File: config.mk
export PLATFORM = sky130hd
export DESIGN_NAME = breakout_sequencer
export DESIGN_NICKNAME = d
export VERILOG_FILES = /design/src/rtl/breakout_pkg.sv /design/src/rtl/breakout_sequencer_frame_delay.sv /design/src/rtl/breakout_sequencer.sv
export SDC_FILE = /design/constraint.sdc
export NUM_CORES = 1
export LEC_CHECK = 0
export ABC_CLOCK_PERIOD_IN_PS = 5340
export CORE_MARGIN = 2
export CORE_UTILIZATION = 53
export CTS_CLUSTER_DIAMETER = 40
export DETAILED_ROUTE_END_ITERATION = 6
export PLACE_DENSITY = 0.8
export SLEW_MARGIN = 25
export SYNTH_ARGS = -nofsm -noshare
export SYNTH_HDL_FRONTEND = slang
export SYNTH_SLANG_ARGS = --single-unit
File: constraint.sdc
create_clock -name clk -period 5.34 [get_ports clk]
set_input_delay 0.801 -clock clk [delete_from_list [all_inputs] [get_ports clk]]
set_output_delay 0.801 -clock clk [all_outputs]
set_load 0.05 [all_outputs]
File: src/rtl/breakout_pkg.sv
// Shared breakout constants: FSM state encoding, brick grid geometry and playfield bounds.
package breakout_pkg;

    typedef enum logic [2:0] {
        IDLE      = 3'd0,
        SERVE     = 3'd1,
        PLAY      = 3'd2,
        LOST_LIFE = 3'd3,
        GAME_OVER = 3'd4,
        WIN       = 3'd5
    } state_t;

    localparam int GRID_ROWS  = 5;
    localparam int GRID_COLS  = 12;
    localparam int NUM_BRICKS = GRID_ROWS * GRID_COLS;

    // Playfield bounds in pixels, shared with the pixel/ball logic.
    localparam int FLOOR_Y      = 470;
    localparam int CEILING_Y    = 10;
    localparam int LEFT_WALL_X  = 10;
    localparam int RIGHT_WALL_X = 630;

    function automatic logic [5:0] brick_index(input int row, input int col);
        return 6'(row * GRID_COLS + col);
    endfunction

endpackage

File: src/rtl/breakout_sequencer_frame_delay.sv
// Loadable down-counter of frame ticks; done pulses on the tick that exhausts the load value.
module frame_delay #(
    parameter int W = 16
) (
    input  logic         clk,
    input  logic         rst,
    input  logic         load,
    input  logic [W-1:0] load_val,
    input  logic         tick,
    output logic         done
);

    logic [W-1:0] cnt;
    logic [W-1:0] cur;

    // Loading in the same cycle lets a tick on that cycle count as the first one.
    assign cur  = load ? load_val : cnt;
    assign done = tick && (cur == W'(1));

    always_ff @(posedge clk) begin
        if (rst) begin
            cnt <= '0;
        end else if (tick && cur != '0) begin
            cnt <= cur - W'(1);
        end else begin
            cnt <= cur;
        end
    end

endmodule

File: src/rtl/breakout_sequencer.sv
// Breakout game controller: play FSM, brick bitmap, lives, score and ball speed level.
module breakout_sequencer
    import breakout_pkg::*;
#(
    parameter int NUM_BRICKS       = 60,
    parameter int LIVES_INIT       = 3,
    parameter int SERVE_FRAMES     = 60,
    parameter int HOLD_FRAMES      = 30,
    parameter int BRICKS_PER_LEVEL = 12
) (
    input  logic                  clk,
    input  logic                  rst,
    input  logic                  frame_tick,
    input  logic                  start,
    input  logic                  brick_hit,
    input  logic [5:0]            brick_idx,
    input  logic                  ball_lost,
    output logic [2:0]            state,
    output logic                  ball_run,
    output logic                  ball_serve,
    output logic [NUM_BRICKS-1:0] bricks_alive,
    output logic [1:0]            lives,
    output logic [11:0]           score,
    output logic [1:0]            speed_level
);

    localparam int LW = $clog2(NUM_BRICKS + 1);
    localparam int FW = 16;

    state_t        st;
    logic          entry;
    logic [LW-1:0] bricks_left;
    logic [LW-1:0] left_n;
    logic          hit_ok;
    logic          fd_done;
    logic [11:0]   score_n;
    logic [1:0]    spd_n;
    int            cleared;
    int            lvl;

    assign state = st;

    always_comb begin
        hit_ok = 1'b0;
        if (brick_hit && int'(brick_idx) < NUM_BRICKS)
            hit_ok = bricks_alive[brick_idx];
        left_n  = bricks_left - LW'(hit_ok);
        cleared = NUM_BRICKS - int'(left_n);
        lvl     = cleared / BRICKS_PER_LEVEL;
        spd_n   = (lvl > 3) ? 2'd3 : 2'(lvl);
        score_n = (score == 12'hFFF) ? score : score + 12'd1;
    end

    // One counter serves both timed states; it reloads on the first cycle of each state.
    frame_delay #(.W(FW)) u_frame_delay (
        .clk      (clk),
        .rst      (rst),
        .load     (entry),
        .load_val ((st == SERVE) ? FW'(SERVE_FRAMES) : FW'(HOLD_FRAMES)),
        .tick     (frame_tick),
        .done     (fd_done)
    );

    always_ff @(posedge clk) begin
        if (rst) begin
            st           <= IDLE;
            entry        <= 1'b0;
            ball_run     <= 1'b0;
            ball_serve   <= 1'b0;
            bricks_alive <= '1;
            lives        <= 2'(LIVES_INIT);
            score        <= '0;
            speed_level  <= '0;
            bricks_left  <= LW'(NUM_BRICKS);
        end else begin
            ball_serve <= 1'b0;
            entry      <= 1'b0;
            case (st)
                IDLE, GAME_OVER, WIN: begin
                    if (start) begin
                        bricks_alive <= '1;
                        lives        <= 2'(LIVES_INIT);
                        score        <= '0;
                        speed_level  <= '0;
                        bricks_left  <= LW'(NUM_BRICKS);
                        st           <= SERVE;
                        entry        <= 1'b1;
                        ball_serve   <= 1'b1;
                        ball_run     <= 1'b0;
                    end
                end
                SERVE: begin
                    if (fd_done) begin
                        st       <= PLAY;
                        entry    <= 1'b1;
                        ball_run <= 1'b1;
                    end
                end
                PLAY: begin
                    if (hit_ok) begin
                        bricks_alive[brick_idx] <= 1'b0;
                        score                   <= score_n;
                        bricks_left             <= left_n;
                        speed_level             <= spd_n;
                    end
                    // Clearing the last brick wins even if the ball drops in the same cycle.
                    if (hit_ok && left_n == '0) begin
                        st       <= WIN;
                        entry    <= 1'b1;
                        ball_run <= 1'b0;
                    end else if (ball_lost) begin
                        if (lives <= 2'd1) begin
                            lives <= 2'd0;
                            st    <= GAME_OVER;
                        end else begin
                            lives <= lives - 2'd1;
                            st    <= LOST_LIFE;
                        end
                        entry    <= 1'b1;
                        ball_run <= 1'b0;
                    end
                end
                LOST_LIFE: begin
                    if (fd_done) begin
                        st         <= SERVE;
                        entry      <= 1'b1;
                        ball_serve <= 1'b1;
                    end
                end
                default: begin
                    st       <= IDLE;
                    entry    <= 1'b1;
                    ball_run <= 1'b0;
                end
            endcase
        end
    end

endmodule

; ---- Word level (Yosys, flattened, before mapping)
; Index checks and enable logic that the tools add are counted.
; W data, S select, Z words.
[word_totals]
ff_bits = 104
input_bits = 12
out_inout_bits = 81
[op_classes]
n_addsub = 5
div_mod_pow = 1
order_cmp = 5
n_eq_ne = 15
muxes = 45
n_bitwise = 3
reduce_logical = 16
[op_table]
columns = operator, n
row1 = $mux W60, 2
row2 = $pmux W60 S2, 1
row3 = $and A60 B60 Y60, 1
row4 = $not A60 Y60, 1
row5 = $mux W12, 3
row6 = $div A32 B5 Y32 const B, 1
row7 = $gt A32 B3 Y1 const B, 1
row8 = $mux W16, 2
row9 = $pmux W12 S2, 1
row10 = $mux W3, 6
row11 = $mux W6, 3
row12 = $eq A16 B1 Y1 const B, 1
row13 = $reduce_and A4 Y1, 4
row14 = $reduce_bool A16 Y1, 1
row15 = $sub A16 B1 Y16 const B, 1
row16 = $mux W2, 7
row17 = $ne A2 B2 Y1 const B, 7
row18 = $add A12 B1 Y12 const B, 1
row19 = $eq A12 B12 Y1 const B, 1
row20 = $pmux W3 S4, 1
row21 = $pmux W6 S2, 1
row22 = $mux W1, 11
row23 = $pmux W2 S2, 2
row24 = $lt A6 B7 Y1 const B, 1
row25 = other kinds (23), 29

; ---- Longest topological paths before layout
[logic_depth]
ltp_word = 10
ltp_mapped = 21
depth_no_buf = 19

; ---- Cells and area by module
; A second synthesis with hierarchy kept.
[unflattened]
cells_unflattened = 696
hier_area_um2 = 5686.7
[modules_own_cells]
columns = module, instances, cells_each, area_per_inst_um2, seq_area_each_um2
row1 = breakout_sequencer, 1, 552, 4488.1, 1761.7
row2 = frame_delay, 1, 144, 1198.6, 320.3

; ---- Worst setup path before layout
; Ideal clock, no wire load.
[synth_path]
path_type = input to register
start = input port brick_idx[1]
end = register speed_level[1]
arrival_time_ps = 4779
required_time_ps = 5191
path_slack_ps = 413
stages = 19
path_buffers = 1
path_cell_list = buf_2 mux2_2 a311oi_1 o221ai_1 o2bb2ai_1 a211oi_4 nor2_1 ha_1 ha_1 ha_1 nor3_1 a31oi_1 nand2b_1 o311ai_0 a21oi_1 o22ai_1 ha_1 o32ai_1 a311oi_1
[synth_via]
elab_chain_cells = 10
word_cells_on_any_way = 14
classes_between = add/sub (2) / div (1) / order compare (2) / eq/ne (1) / mux (6) / reduce/logical (2)
[synth_rtl]
columns = element, line_no
row1 = "start, declared", breakout_sequencer.sv:16  ; input logic [5:0] brick_idx,
row2 = $bmux W1 S6 or $lt A6 B6 Y1 (tied branches), "breakout_sequencer.sv:46, breakout_sequencer.sv:45"
row3 = $mux W1 (implied by the code) or $logic_and A1 B1 Y1 (tied branches), "breakout_sequencer.sv:46, breakout_sequencer.sv:45"
row4 = $mux W1 (*), breakout_sequencer.sv:45  ; if (brick_hit && int'(brick_idx) < NUM_BRICKS)
row5 = $sub A6 B1 Y6, breakout_sequencer.sv:47  ; left_n = bricks_left - LW'(hit_ok);
row6 = $sub A6 B6 Y7, breakout_sequencer.sv:48  ; cleared = NUM_BRICKS - int'(left_n);
row7 = $div A32 B5 Y32, breakout_sequencer.sv:49  ; lvl = cleared / BRICKS_PER_LEVEL;
row8 = $gt A32 B3 Y1, breakout_sequencer.sv:50  ; spd_n = (lvl > 3) ? 2'd3 : 2'(lvl);
row9 = $mux W2, breakout_sequencer.sv:50
row10 = $mux W2, breakout_sequencer.sv:100  ; if (hit_ok) begin
row11 = $pmux W2 S2, breakout_sequencer.sv:78  ; case (st)
row12 = "end signal, assigned", breakout_sequencer.sv:104  ; speed_level <= spd_n;
row13 = "end, declared", breakout_sequencer.sv:24  ; output logic [1:0] speed_level
; Mark *: on every way between the ends. The rest lies on a longest branch, timed or not. The select of a mux whose other input is x is not followed.
; A chain may end at the register's enable or synchronous reset.

; ---- Final worst setup path
[layout_path]
start = input port brick_idx[0]
end = register speed_level[1]
; The elaborated chain is that of the path after synthesis.

==> metrics.md <==
| Metric | Value |
|---|---|
| Status | `completed` |
| Fin crit share | `93.17%` |
| Core Box Area | `9819 um^2` |
| Top FF cell, synth | `dfxtp_1` |
| Routed length per instance | `17.39 um` |
| MaxCap Viol Count | `0` |
| Site Rows | `36` |
| Clk Tree Root Cell | `clkbuf_8` |
| Drt pass-1 iters | `5` |
| Ys Warns | `0` |
| RSZ-0062 raised after global routing | `false` |
| CP max stage cell | `mux4_1` |
| Setup-failing EPs final | `0` |
| Xor-xnor portion of the synthesized cell area | `3.571%` |
| Total power | `1.754 mW` |
| Post-synth cell types | `72` |
| Routed Antenna Nets | `0` |
| H-Tree Depth | `3` |
| Most frequent cells in the layout | `dfxtp_1 (104), nand2_1 (98), clkdlybuf4s50_1 (92)` |
| Initial Utilization | `54.96%` |
| Post-synth EDFFs | `0` |
| Largest family of logic cells by synthesized area | `compound AO/OA/AOI/OAI gates` |
| Ant diodes | `0` |
| Pwr/cell area | `260.9 nW/um^2` |
| Iteration-0 DRC Markers | `448` |
| Maximum vdd ir drop | `0.2011 mV` |
| Max Freq | `201.0 MHz` |
| Synthesized area | `5396 um^2` |
| Slew HR | `42.94%` |
| Synth Instances | `633` |
| Remaining Overflow, GRT | `0` |
| Hold_buf cts | `0` |
| Sink Count | `104` |
| GRT Total Usage | `26.62%` |
| Count of state elements after synthesis | `104` |
| Worst slew pin tran | `0.8540 ns` |
| Number of global-route vias before repair | `4738` |
| Die height | `104.9 um` |
| Chip width | `104.9 um` |
| Clock Skews | `0.01354 ns` |
| LEAKAGE | `2.389 nW` |
| Crit-path max FO | `22` |
| Clock Latency Late Sink | `0.38 ns` |
| Worst setup path class | `in2reg` |
| First-pass GRT wire length | `23980 um` |
| Worst Setup End Kind | `flip-flop` |
| Hold_ws | `0.4697 ns` |
| Placed Instances | `845` |
| CP bufs+invs | `2` |
| Final instance count without filler cells | `861` |
| Max stage delay on crit path | `0.55 ns` |
| Final HPWL DP | `10680 um` |
| Met3 routed WL | `985 um` |
| CTS tree | `built` |
| CP required | `5.57 ns` |
| Final wirelength | `14970 um` |
| Most common cell after layout, fill and taps aside | `dfxtp_1` |
| Top Ports | `93` |
| Post-synthesis simple-gate area fraction | `21.49%` |
| Largest net degree at the start of global routing | `87` |
| Max Used Layer | `met4` |
| Syn Nets | `655` |
| Final worst path period need | `4.975 ns` |
| Final Hold Fails | `0` |
| Vias per std cell | `6.156` |
| Synth async-reset ratio | `0%` |
| Reg clk slew, reported paths | `0.10 ns` |
| Post-route DRC | `0` |
| Max clock buf depth | `2` |
| Syn-to-layout area delta | `24.58%` |
| Mux cell area share after synthesis | `4.962%` |
| Cell family with most CP delay | `compound AO/OA/AOI/OAI gates` |
| Routed met2 length | `6929 um` |
| Fraction of layout cells with a size suffix above 1 | `10.58%` |
| Adder-Cell Fraction of Synth Area | `2.319%` |
| GPL Wtd Cong | `0.9266` |
| Metal-1 WL | `6661 um` |
| Worst EP arrival | `5.20 ns` |
| Synth Area in Compound Gates | `23.65%` |
| # Post-CTS Setup Buffers | `0` |
| Area of the die | `11010 um^2` |
| Seq/Total Area, Yosys | `38.58%` |
| Syn Area/Cell | `8.525 um^2` |
| Via count | `5300` |
| CP cell instances | `clkdlybuf4s50_1 > buf_12 > mux4_1 > mux2i_1 > o32a_1 > o21ai_2 > a211oi_4 > nor2_1 > ha_1 > ha_1 > ha_1 > nor3_1 > a31oi_1 > nand2b_1 > o311ai_1 > a21oi_1 > o22ai_2 > ha_1 > o32ai_1 > a311oi_1` |
| Hold WC Path Type | `reg2reg` |
| Core Util, Final | `68.46%` |
| Crit path top cell by count | `ha_1` |
| Number of buffers added on ports | `92` |
| Initial antenna violation count | `0` |
| Slew Viols, Final | `0` |
| Type of origin of the critical path | `input pin` |
| Filler cells | `825` |
| Cts bufs inserted | `9` |
| Final net count | `745` |
-- layer usage --
layer	global-route usage (%)	vias up
li1	-	2501
met1	36.81	2541
met2	41.74	225
met3	4.117	33
met4	10.48	0
met5	0	-
-- cell usage after synthesis, types with 3 or more instances --
| cell type | instances | area share [%] |
|---|---|---|
| inv_1 | 12 | 0.83 |
| nor4_1 | 7 | 0.81 |
| clkbuf_1 | 25 | 1.7 |
| mux2_2 | 11 | 2.3 |
| or4_1 | 6 | 0.83 |
| buf_4 | 5 | 0.70 |
| xnor2_1 | 18 | 2.9 |
| o22ai_1 | 3 | 0.35 |
| nand3b_1 | 3 | 0.42 |
| nor2b_1 | 8 | 0.93 |
| mux4_2 | 3 | 1.3 |
| a311oi_1 | 3 | 0.49 |
| and3_1 | 7 | 0.81 |
| o21bai_1 | 4 | 0.56 |
| nand4_1 | 6 | 0.70 |
| o21ai_0 | 20 | 1.9 |
| xor2_1 | 4 | 0.65 |
| ha_1 | 10 | 2.3 |
| nor3_1 | 13 | 1.2 |
| nor2_1 | 41 | 2.9 |
| and2b_1 | 3 | 0.42 |
| nand2_1 | 98 | 6.8 |
| o31ai_1 | 66 | 9.2 |
| or3_1 | 15 | 1.7 |
| a21o_1 | 4 | 0.56 |
| mux2i_1 | 5 | 0.93 |
| nand2b_1 | 10 | 1.2 |
| a221oi_1 | 4 | 0.65 |
| a21oi_1 | 34 | 3.2 |
| buf_6 | 4 | 0.83 |
| nand3_1 | 12 | 1.1 |
| or2_2 | 3 | 0.35 |
| dfxtp_1 | 104 | 39 |
| a31oi_1 | 3 | 0.35 |
| a22oi_1 | 3 | 0.42 |
| o311ai_0 | 5 | 0.81 |
| buf_2 | 8 | 0.74 |
-- registers in the layout, indices dropped and copies added (netlist names) --
signal,count
bricks_alive,60
u_frame_delay.cnt,16
score,12
bricks_left,6
state,3
lives,2
speed_level,2
ball_run,1
ball_serve,1
entry,1
-- power by group --
| part | switching [mW] | total (mW) | leakage, nW | internal (mW) |
|---|---|---|---|---|
| registers | 0.0327 | 0.837 | 0.843 | 0.805 |
| logic | 0.230 | 0.388 | 1.44 | 0.157 |
| clock network | 0.292 | 0.529 | 0.105 | 0.237 |
-- worst paths after layout --
check                                 startpoint              to  slack, ns  cells past startpoint
worst max-delay path                brick_idx[0]  speed_level[1]       0.36                     20
worst min-delay path              bricks_left[0]  bricks_left[0]       0.47                      2
worst max register to register  bricks_alive[33]  speed_level[1]       1.18                     18
worst min register to register    bricks_left[0]  bricks_left[0]       0.47                      2
-- final cells by class --
type / instances / area (um^2) / area share [%]
inverters: 13 / 48.80 / 0.7259
flip-flops and latches: 104 / 2082 / 30.97
clock buffers: 10 / 137.6 / 2.047
multi-input cells: 471 / 3039 / 45.21
clock inverters: 6 / 75.07 / 1.117
well taps: 133 / 166.4 / 2.475
repair buffers: 124 / 1174 / 17.46
-- metrics by stage --
step                 TNS (ns)  instance area (um^2)  setup WS (ns)
floorplan                   0                  5396         0.4125
global placement    -0.009453                  6504      -0.009453
detailed placement   -0.09905                  6504       -0.09905
CTS                         0                  6716         0.2660
global route                0                  6723      0.0008780
finish                      0                  6723         0.3647
-- worst min-delay path: stages (launching register included) --
cell and delay (ns):
dfxtp_1 0.33, nand2_1 0.05, a21oi_1 0.05
-- what timing repair did --
| item | in CTS | in global routing |
|---|---|---|
| resized for setup | 0 | 2 |
| endpoints found under the setup margin | 0 | 1 |
| hold endpoints to repair | 0 | 0 |
-- kinds of logic (layout without fill, tap and decap cells) --
kind of cell	count (synthesis)	after routing
buffers and inverters	58	153
muxes	20	20
xor gates and xnor gates	22	22
DFF	104	104
adders and majority gates	10	10
AOI/OAI and AO/OA	179	179
and+or+nand+nor	240	240
Power figures use the tool's default switching activity.
